<file path="src/rtl/si5338_status_monitor.sv">
// Periodically reads the SI5338 status register through the shared I2C reader
// handshake and debounces the fault bits into a single lock indication.
module si5338_status_monitor #(
    parameter logic [31:0] g_PollPeriod = 32'd1_000_000,
    parameter logic [7:0]  g_StatusReg  = 8'd218,
    parameter logic [7:0]  g_StatusMask = 8'h15,
    parameter logic [3:0]  g_LockCount  = 4'd4,
    parameter logic [31:0] g_RdyTimeout = 32'd100_000
) (
    input  logic        Clk,
    input  logic        Rstn,
    input  logic        ConfigDone_i,
    output logic        Rw_o,
    output logic [15:0] Data_o16b,
    output logic        Val_o,
    input  logic        Rdy_i,
    input  logic [7:0]  Data_i8b,
    output logic        Locked_o,
    output logic [7:0]  Status_ob8,
    output logic [15:0] LossCount_ob16,
    output logic        Timeout_o
);

    localparam logic [2:0] DISABLED    = 3'd0;
    localparam logic [2:0] WAIT_PERIOD = 3'd1;
    localparam logic [2:0] REQ         = 3'd2;
    localparam logic [2:0] BUSY        = 3'd3;
    localparam logic [2:0] EVAL        = 3'd4;

    logic [2:0]  state;
    logic [31:0] period_cnt;
    logic [31:0] phase_cnt;
    logic        seen_rdy;
    logic [3:0]  good_cnt;
    logic [7:0]  capt;

    always_ff @(posedge Clk or negedge Rstn) begin
        if (!Rstn) begin
            state          <= DISABLED;
            period_cnt     <= '0;
            phase_cnt      <= '0;
            seen_rdy       <= 1'b0;
            good_cnt       <= '0;
            capt           <= '0;
            Rw_o           <= 1'b1;
            Data_o16b      <= {g_StatusReg, 8'h00};
            Val_o          <= 1'b0;
            Locked_o       <= 1'b0;
            Status_ob8     <= '0;
            LossCount_ob16 <= '0;
            Timeout_o      <= 1'b0;
        end else begin
            Rw_o      <= 1'b1;
            Data_o16b <= {g_StatusReg, 8'h00};
            case (state)
                DISABLED: begin
                    if (ConfigDone_i) begin
                        period_cnt <= g_PollPeriod - 32'd1;
                        state      <= WAIT_PERIOD;
                    end
                end
                WAIT_PERIOD: begin
                    if (!ConfigDone_i) begin
                        state    <= DISABLED;
                        Locked_o <= 1'b0;
                        good_cnt <= '0;
                    end else if (period_cnt == '0) begin
                        state     <= REQ;
                        Val_o     <= 1'b1;
                        phase_cnt <= '0;
                        seen_rdy  <= 1'b0;
                    end else begin
                        period_cnt <= period_cnt - 32'd1;
                    end
                end
                REQ: begin
                    // Acceptance is Rdy_i falling after it was seen high while Val_o was up
                    if (seen_rdy && !Rdy_i) begin
                        Val_o     <= 1'b0;
                        state     <= BUSY;
                        phase_cnt <= '0;
                    end else if (phase_cnt == g_RdyTimeout - 32'd1) begin
                        Timeout_o  <= 1'b1;
                        Val_o      <= 1'b0;
                        Locked_o   <= 1'b0;
                        good_cnt   <= '0;
                        period_cnt <= g_PollPeriod - 32'd1;
                        state      <= WAIT_PERIOD;
                    end else begin
                        phase_cnt <= phase_cnt + 32'd1;
                        if (Rdy_i) seen_rdy <= 1'b1;
                    end
                end
                BUSY: begin
                    if (Rdy_i) begin
                        capt  <= Data_i8b;
                        state <= EVAL;
                    end else if (phase_cnt == g_RdyTimeout - 32'd1) begin
                        Timeout_o  <= 1'b1;
                        Val_o      <= 1'b0;
                        Locked_o   <= 1'b0;
                        good_cnt   <= '0;
                        period_cnt <= g_PollPeriod - 32'd1;
                        state      <= WAIT_PERIOD;
                    end else begin
                        phase_cnt <= phase_cnt + 32'd1;
                    end
                end
                EVAL: begin
                    // A read finishing after the configurer dropped its enable is discarded
                    if (!ConfigDone_i) begin
                        state    <= DISABLED;
                        Locked_o <= 1'b0;
                        good_cnt <= '0;
                    end else begin
                        state      <= WAIT_PERIOD;
                        period_cnt <= g_PollPeriod - 32'd1;
                        Status_ob8 <= capt;
                        if ((capt & g_StatusMask) == 8'h00) begin
                            if (good_cnt < g_LockCount) good_cnt <= good_cnt + 4'd1;
                            if (good_cnt >= g_LockCount - 4'd1) Locked_o <= 1'b1;
                        end else begin
                            good_cnt <= '0;
                            if (Locked_o) begin
                                Locked_o <= 1'b0;
                                if (LossCount_ob16 != '1) LossCount_ob16 <= LossCount_ob16 + 16'd1;
                            end
                        end
                    end
                end
                default: state <= DISABLED;
            endcase
        end
    end

endmodule

</file>
<file path="config.mk">
export PLATFORM = sky130hd
export DESIGN_NAME = si5338_status_monitor
export DESIGN_NICKNAME = d
export VERILOG_FILES = /design/src/rtl/si5338_status_monitor.sv
export SDC_FILE = /design/constraint.sdc
export NUM_CORES = 1
export LEC_CHECK = 0
export BUFFER_PORTS_ARGS = -buffer_cell sky130_fd_sc_hd__buf_2
export CORE_UTILIZATION = 40
export CTS_CLUSTER_SIZE = 8
export DETAILED_ROUTE_END_ITERATION = 8
export GPL_TIMING_DRIVEN = 0
export PLACE_DENSITY = 0.66
export REMOVE_ABC_BUFFERS = 1
export SLEW_MARGIN = 20
export SYNTH_ARGS = -nofsm -noshare
export SYNTH_HDL_FRONTEND = slang
export SYNTH_SLANG_ARGS = --single-unit
export TNS_END_PERCENT = 20
</file>
<file path="constraint.sdc">
create_clock -name Clk -period 3.3 [get_ports Clk]
set_input_delay 0.66 -clock Clk [delete_from_list [all_inputs] [get_ports Clk]]
set_output_delay 0.66 -clock Clk [all_outputs]
set_load 0.03 [all_outputs]
</file>
== Word level (Yosys, flattened, before mapping) ==
Index checks and enable logic that the tools add are counted.
Word-level totals
  register bits after elaboration: 107
  input port bits: 12
  output and inout bits: 44
  logic and storage cells: 111
Operators by class
  add/sub/neg operators: 4
  order comparisons: 2
  equality and inequality tests: 19
  muxes and demuxes: 53
  bitwise gates (word level): 1
  reductions and logical operators: 21
Operators with widths (number)
  2-to-1 mux 32 bit: 11
  case mux 32 bit (4 select lines): 1
  case mux 32 bit (3 select lines): 1
  adder 32 x 1 -> 32 bit (second input constant): 1
  equality test 32 x 17 -> 1 bit (second input constant): 1
  zero test 32 bit: 1
  subtractor 32 x 1 -> 32 bit (second input constant): 1
  2-to-1 mux 4 bit: 7
  2-to-1 mux 1 bit: 21
  2-to-1 mux 3 bit: 6
  != test 2 bit (second input constant): 9
  adder 16 x 1 -> 16 bit (second input constant): 1
  != test 16 bit (second input constant): 1
  case mux 4 bit (4 select lines): 1
  case mux 3 bit (5 select lines): 1
  AND reduction 5 bit: 3
  AND reduction 6 bit: 2
  zero test 8 bit: 1
  != test 4 bit (second input constant): 2
  nonzero test 4 bit: 2
  equality test 3 x 2 -> 1 bit (second input constant): 2
  AND reduction 2 bit: 3
  adder 4 x 1 -> 4 bit (second input constant): 1
  greater-or-equal comparator 4 x 2 -> 1 bit (second input constant): 1
  17 further kinds: 19

== Logic depth before layout (Yosys ltp) ==
Gate-level depths: netlist (run 1).
  depth after elaboration: 5
  depth in mapped cells: 10

== Least setup slack after synthesis (run 1) ==
No wires, ideal clock.
  path type: register to register
  from: register period_cnt[6]
  to: register phase_cnt[25]
  setup time: 133 ps
  arrival: 2570 ps
  slack: 597 ps
  cell stages (with the launch flop): 10
  buffers on the path: 3
  period minus slack after synthesis: 2703 ps
  path through: dfrtp_1 or4_1 buf_2 or3_4 nor3_1 o21bai_1 buf_2 buf_6 o311ai_0 nand2_1
Between the ends
  cells in the longest elaborated chain, start to end: 3
Ends and longest elaborated chain
  start, declared: line 31  | logic [31:0] period_cnt;
  start signal, assigned: line 58  | period_cnt <= g_PollPeriod - 32'd1;
  start signal, assigned: line 73  | period_cnt <= period_cnt - 32'd1;
  start signal, assigned: line 87  | period_cnt <= g_PollPeriod - 32'd1;
  zero test 32 bit: line 67  | end else if (period_cnt == '0) begin
  != test 2 bit (no source line)
  AND reduction 4 bit (no source line)
  end signal, assigned: line 90  | phase_cnt <= phase_cnt + 32'd1;
  end signal, assigned: line 106  | phase_cnt <= phase_cnt + 32'd1;
  end, declared: line 32  | logic [31:0] phase_cnt;
No other way between the ends.
A chain may end at the register's enable or synchronous reset.

== Worst setup path after layout (run 1) ==
  from: register period_cnt[6]
  to: register phase_cnt[15]
The elaborated chain is that of the path after synthesis.

==> results by group, run 1 <==
Yosys
  • Main flop type after synthesis: dfrtp_1
  • Netlist area before placement: 5720 um2
  • Total of warnings raised by yosys: 0
  • Post-synth top area share: 0.468
  • Largest cells by area after synthesis: dfrtp_1 47%, xnor2_1 4.4%, nand2_1 3.9%
  • Mapped Cells: 600
  • Cell with the most instances after synthesis: dfrtp_1
  • Yosys top cell by area: dfrtp_1
  • Post-synth EDFFs: 0
  • Syn_area_per_cell: 9.53 um2
  • Synth cell count leaders: 107 x dfrtp_1, 59 x nand2_1, 54 x nor2_1
  • Register area share after synthesis: 0.468
  • Synth Register Bits: 107
  • Ys async rst share: 1.00
  • Distinct cells, synth: 60

Detailed routing
  • TritonRoute pass-1 iters: 5
  • Detailed-route via count: 4614
  • Detailed router's first-iteration violation count: 426
  • Drt wl/cell: 14.9 um
  • Routed vias/inst: 5.65
  • ANT nets after route: 0
  • Post-route DRC violation count: 0
  • Final wirelength: around 12000 um

CTS
  • Root buf cell: clkbuf_16
  • Clk Latency, worst-skew pair: 0.35 ns
  • Clock Path Buffers: 2
  • Clock tree from TritonCTS: yes
  • Clock slew at reported path FFs: 0.08 ns
  • Postcts setup bufs: 0
  • H-tree Lvls: 3
  • Inserted Clock Buffers: 9
  • Sink Count: 107

Finish
  • Share of cells above drive strength 1: 0.159
  • Register Area: between 2000 and 3000 um2
  • Area grow syn2layout: 12.5%
  • Filler cells: 1297
  • Fin util: 0.462
  • Nets: 649
  • Area of the multi-input gates: 2890 um2
  • ANT cells: 0
  • Fin cells: 817

Timing
  • Setup Viol. Count Final: 0
  • Max Slew Vio Count: 0
  • RSZ-0062 raised after global routing: false
  • Fin crit share: 0.933
  • Slew margin rel.: 0.325
  • Final min period: 3.08 ns
  • Skew final: 0.0125 ns
  • Setup WS post-layout: 0.220 ns
  • Final Hold Violating Endpoints: 0
  • Worst Tran Pin Value: 1.00 ns
  • Fmax: ~0.32 GHz
  • Setup TNS: 0 ns

Pwr
  • Total power: roughly 4400 uW
  • Max IR drop VDD: between 0.3 and 0.4 mV
  • Static Leak: roughly 0.0028 uW
  • Power per cell area: just under 700 nW/um2

Critical path
  • CP Data Arrival Time: 3.32 ns
  • CP startpoint kind: flop
  • Crit Path Class: flop to flop
  • Reg2Reg Depth: 6
  • Worst R2R Start: period_cnt[6]$_DFFE_PN0P_
  • R2R setup slack: 0.22 ns
  • WP data required: 3.54 ns
  • Crit end category: flop
  • Crit path from: period_cnt[6]$_DFFE_PN0P_
  • Capture point of the worst path: phase_cnt[15]$_DFFE_PN0P_
  • Reg2reg end: phase_cnt[15]$_DFFE_PN0P_
  • Worst Path Max Fanout: 22

Run status
  • Status: complete, no violations

Placed design
  • Final Wtd Congestion: 0.796
  • Dpl hpwl: 8450 um
  • Cells after DPL: 801
  • Port buffer count: 38
  • Pre-CTS setup slack: -0.0564 ns

GRT
  • Largest net degree at the start of global routing: 65
  • Aggregate global-route resource usage: 0.172
  • Initial antenna violation count: 0
  • First-pass GRT wire length: 20500 um
  • Vias in the first global route: 4377
  • Total grt overflow: 0

Flow run
  • Max cap viols: 0

Floorplan
  • Die width: 122 um
  • Die Y: 122 um
  • Core Box Area: 13900 um2
  • Row count: 43
  • Die Area: ~15000 um2
  • Initial Util: 0.410
  • Num ports: 56

Hold path
  • HP Class: input pin to async pin
routing by layer:
metal | track usage | vias to the layer above | wire (um) | share of wire
met4 | 0.0448 | 0 | 133 | 0.011
met3 | 0.0407 | 11 | 422 | 0.035
met2 | 0.284 | 106 | 5980 | 0.49
met1 | 0.227 | 2269 | 5660 | 0.46
met5 | 0 | - | 0 | 0
li1 | - | 2228 | - | -
final cells by class:
cell class,instances,share of cell area
clock inverter,7,0.0140
clock buffer,9,0.0350
inverter,7,0.00409
timing repair buffer,47,0.0467
tap,180,0.0350
multi-input combinational,460,0.449
sequential,107,0.416
registers in the layout, indices dropped and copies added, names as in the netlist:
signal / flops
capt: 8
Locked_o: 1
phase_cnt: 32
state: 3
Val_o: 1
good_cnt: 4
Timeout_o: 1
period_cnt: 32
seen_rdy: 1
Status_ob8: 8
LossCount_ob16: 16
cell families (layout without fill, tap and decap cells):
family	Yosys count	in the layout	synth area share
compound gates	110	110	0.120
xor+xnor	33	33	0.0506
fa+ha+maj	5	5	0.0109
buf+inv	48	70	0.0460
flops	107	107	0.468
mux	25	25	0.0475
other cells	2	17	0.00131
simple gates	270	270	0.255
how the worst min path moves through the flow:
| stage | depth (start not counted) | slack, ns | startpoint | to |
|---|---|---|---|---|
| after detailed placement | 1 | 0.45 | Timeout_o$_DFFE_PN0P_ | Timeout_o$_DFFE_PN0P_ |
| after global placement | 1 | 0.44 | Timeout_o$_DFFE_PN0P_ | Timeout_o$_DFFE_PN0P_ |
| after global routing | 1 | 0.24 | Rstn | phase_cnt[18]$_DFFE_PN0P_ |
| after CTS | 1 | 0.23 | Rstn | phase_cnt[18]$_DFFE_PN0P_ |
| after floorplan | 0 | 0.36 | Rstn | Locked_o$_DFFE_PN0P_ |
| final | 1 | 0.22 | Rstn | phase_cnt[18]$_DFFE_PN0P_ |
where the power goes:
group / internal, uW / switching, uW / total, uW
clock network: 614 / 534 / 1150
registers: 1570 / 277 / 1840
logic: 524 / 835 / 1360
worst max-delay path: stages, from the launching register on:
cell,delay (ns)
dfrtp_1,0.41
or4_1,0.67
or3_4,0.46
nor3_2,0.50
o21ba_2,0.57
nor2_1,0.09
a31o_2,0.26
cells in the final DEF (no fill, tap or decap), drive strengths merged, types with 5 or more instances in the layout:
master / instances
o21ai: 22
nor2: 54
nand3: 22
nor3b: 6
nand4: 14
nor3: 23
nand2: 59
clkbuf: 9
dfrtp: 107
nor4: 24
mux2: 17
a21oi: 27
conb: 17
buf: 47
ha: 5
o31ai: 6
and3: 10
or3: 9
a31oi: 31
and4: 5
inv: 13
xnor2: 29
nand2b: 11
or2: 5
or4: 8
mux2i: 8
through the flow:
step | cell area, um2 | hold WS [ns]
CTS | 6420 | 0.234
finish | 6430 | 0.222
global route | 6430 | 0.238
global placement | 5950 | 0.440
detailed placement | 6090 | 0.447
floorplan | 5540 | 0.364
repair_timing:
item                       CTS  global route
setup endpoints to repair    1             4
gates resized for setup      2             2
hold endpoints to repair     0             0
gates cloned                 0             0
hold buffers                 0             0
Power figures use the tool's default switching activity.
==> run 2, diff against run 1 <==
--- a/config.mk
+++ b/config.mk
@@ -6,11 +6,11 @@
 export NUM_CORES = 1
 export LEC_CHECK = 0
 export BUFFER_PORTS_ARGS = -buffer_cell sky130_fd_sc_hd__buf_2
-export CORE_UTILIZATION = 40
+export CORE_UTILIZATION = 59
 export CTS_CLUSTER_SIZE = 8
 export DETAILED_ROUTE_END_ITERATION = 8
 export GPL_TIMING_DRIVEN = 0
-export PLACE_DENSITY = 0.66
+export PLACE_DENSITY = 0.88
 export REMOVE_ABC_BUFFERS = 1
 export SLEW_MARGIN = 20
 export SYNTH_ARGS = -nofsm -noshare
==> run 2 against run 1 <==
Critical path depth stayed put. Sequential share of layout area is 1.3 points higher. Global-route usage is 8.7 points higher. Highest routed layer unchanged. Die area is 32% lower. Total power is 8.2% lower. Hold slack worse by 0.058 ns. Critical endpoint unchanged. Largest cell class unchanged. Largest power group unchanged.
==> results by group, run 2 (synthesized netlist as in run 1, its figures left out) <==
Finish
  • Most frequent cells in the layout: 107 x dfrtp_1, 59 x nand2_1, 54 x nor2_1
  • Fin util: 0.668 (+0.207)
  • Commonest non-fill, non-tap cell in the layout: dfrtp_1
  • ANT cells: 0 (unchanged)
  • Area grow syn2layout: 9.08%
  • Leading registers by flop count: period_cnt: 32 flops, phase_cnt: 32 flops, LossCount_ob16: 16 flops
  • Share of cells above drive strength 1: 0.157 (-0.00132)
  • Nets: 648 (-0.15%)

Detailed routing
  • Detailed router's first-iteration violation count: 410 (-3.8%)
  • ANT nets after route: 0 (unchanged)
  • Final wirelength: 12200 um (-0.18%)
  • Post-route DRC violation count: 0 (unchanged)
  • Detailed-route via count: 4793 (+3.9%)
  • TritonRoute pass-1 iters: 5 (unchanged)
  • Drt wl/cell: 15.9 um (+6.6%)
  • Routed vias/inst: 6.27 (+11%)

Timing
  • Setup Viol. Count Final: 0 (unchanged)
  • Skew final: 0.0155 ns (+0.00303 ns)
  • Slew margin rel.: 0.345 (+0.0205)
  • Final Hold Violating Endpoints: 0 (unchanged)
  • Fin crit share: 0.944 (+0.0107)
  • Fmax: 0.321 GHz (-1.1%)
  • RSZ-0062 raised after global routing: false
  • Final min period: 3.12 ns (+0.0354 ns)
  • Worst-case hold slack: 0.163 ns (-0.0583 ns)
  • Max Slew Vio Count: 0 (unchanged)
  • Worst Tran Pin Value: 0.968 ns (-0.0317 ns)

GRT
  • Grt met2 use: 0.415 (+0.131)
  • GRT busiest layer: met2
  • Vias in the first global route: 4575 (+4.5%)
  • Routing usage on met1: 0.347 (+0.119)
  • Global routing met3 resource utilization: 0.0564 (+0.0157)
  • Largest net degree at the start of global routing: 67 (+3.1%)
  • First-pass GRT wire length: 20800 um (+1.1%)
  • Initial antenna violation count: 0 (unchanged)
  • Aggregate global-route resource usage: 0.260 (+0.0874)
  • Total grt overflow: 0 (unchanged)

Critical path
  • CP startpoint kind: flop
  • Worst Path Max Fanout: 22 (unchanged)
  • Crit Path Class: flop to flop
  • CP Data Arrival Time: 3.40 ns (+0.08 ns)
  • WP data required: 3.59 ns (+0.05 ns)
  • Crit end category: flop

CTS
  • Postcts setup bufs: 0 (unchanged)
  • Sink Count: 107 (unchanged)
  • Clk Latency, worst-skew pair: 0.40 ns (+0.05 ns)
  • Clock slew at reported path FFs: 0.12 ns (+0.04 ns)
  • H-tree Lvls: 3 (unchanged)
  • Clock Path Buffers: 2 (unchanged)
  • Inserted Clock Buffers: 9 (unchanged)
  • Root buf cell: clkbuf_8
  • Clock tree from TritonCTS: yes

Floorplan
  • Num ports: 56 (unchanged)
  • Core Box Area: 9330 um2 (-33%)
  • Initial Util: 0.613 (+0.203)
  • Die Area: 10100 um2 (-32%)
  • Die width: 100 um (-17%)
  • Die Y: 100 um (-17%)
  • Row count: 35 (-19%)

Hold path
  • HP Class: input pin to async pin

Pwr
  • Power per cell area: 640 nW/um2 (-5.3%)
  • Max IR drop VDD: 0.543 mV (+70%)
  • Static Leak: 0.00275 uW (-2.6%)

Run status
  • Status: complete, no violations

Placed design
  • Port buffer count: 38 (unchanged)
  • Final Wtd Congestion: 0.830 (+4.3%)
  • Dpl hpwl: 8370 um (-0.98%)

Flow run
  • Max cap viols: 0 (unchanged)
[run 2: cell types whose count changed in the layout (fill, tap and decap cells not counted), moves of 2 or more]
| cell | previous run | this run |
|---|---|---|
| clkinv_8 | 0 | 2 |
| clkbuf_16 | 9 | 0 |
| clkinvlp_4 | 0 | 3 |
| inv_8 | 3 | 0 |
| clkbuf_8 | 0 | 9 |
| buf_6 | 4 | 2 |
[run 2: through the flow]
step | TNS (ns) | worst slack, ns | power [uW] | area (um2) | instances
floorplan | -14.98 | -0.719 | 2720 | 5540 | 574
global placement | -71.94 | -2.04 | 3030 | 5890 | 741
detailed placement | -0.0286 | -0.0286 | 3200 | 6020 | 749
CTS | 0 | 0.0270 | 3980 | 6230 | 765
global route | 0 | 0.0200 | 4230 | 6230 | 765
finish | 0 | 0.184 | 3990 | 6230 | 765
[run 2: report_power, final]
group | total (uW) | internal [uW] | switching (uW)
clock | 789 | 292 | 497
sequential | 1850 | 1570 | 283
combinational | 1350 | 528 | 827
total | 3990 | 2390 | 1610
[run 2: per-layer routing]
metal,wire length (um),vias to the layer above
li1,-,2219
met1,5190,2338
met2,6030,211
met3,734,25
met4,211,0
met5,0,-
[run 2: worst max-delay path: stages, from the launching register on]
cell and delay, ns:
dfrtp_1 0.43, or4_1 0.66, or3_4 0.46, nor3_2 0.54, o21ba_2 0.58, nor2_1 0.08
a31o_2 0.25
[run 2: area by class of cell]
| cell class | instances | area [um2] |
|---|---|---|
| clock inverters | 7 | 72.6 |
| fillers | 722 | 3090 |
| multi-input cells | 460 | 2880 |
| well taps | 129 | 161 |
| clock buffers | 9 | 124 |
| flip-flops and latches | 107 | 2680 |
| repair buffers | 46 | 295 |
| inverters | 7 | 26.3 |
[run 2: path summary, 6_finish.rpt]
kind	from	to	slack [ns]	depth (start not counted)
worst max register to register	period_cnt[5]$_DFFE_PN0P_	phase_cnt[15]$_DFFE_PN0P_	0.18	6
worst min register to register	LossCount_ob16[5]$_DFFE_PN0P_	LossCount_ob16[5]$_DFFE_PN0P_	0.50	1
max in group asynchronous	Rstn	LossCount_ob16[2]$_DFFE_PN0P_	2.49	2
min in group Clk	Data_i8b[5]	capt[5]$_DFFE_PN0P_	0.49	2
worst max-delay path	period_cnt[5]$_DFFE_PN0P_	phase_cnt[15]$_DFFE_PN0P_	0.18	6
worst min-delay path	Rstn	period_cnt[23]$_DFFE_PN0P_	0.16	1
[run 2: repair_timing]
action	CTS	global route
gates cloned	0	0
gates resized for setup	1	2
hold buffers	0	0
endpoints found under the setup margin	2	8
hold endpoints to repair	0	0
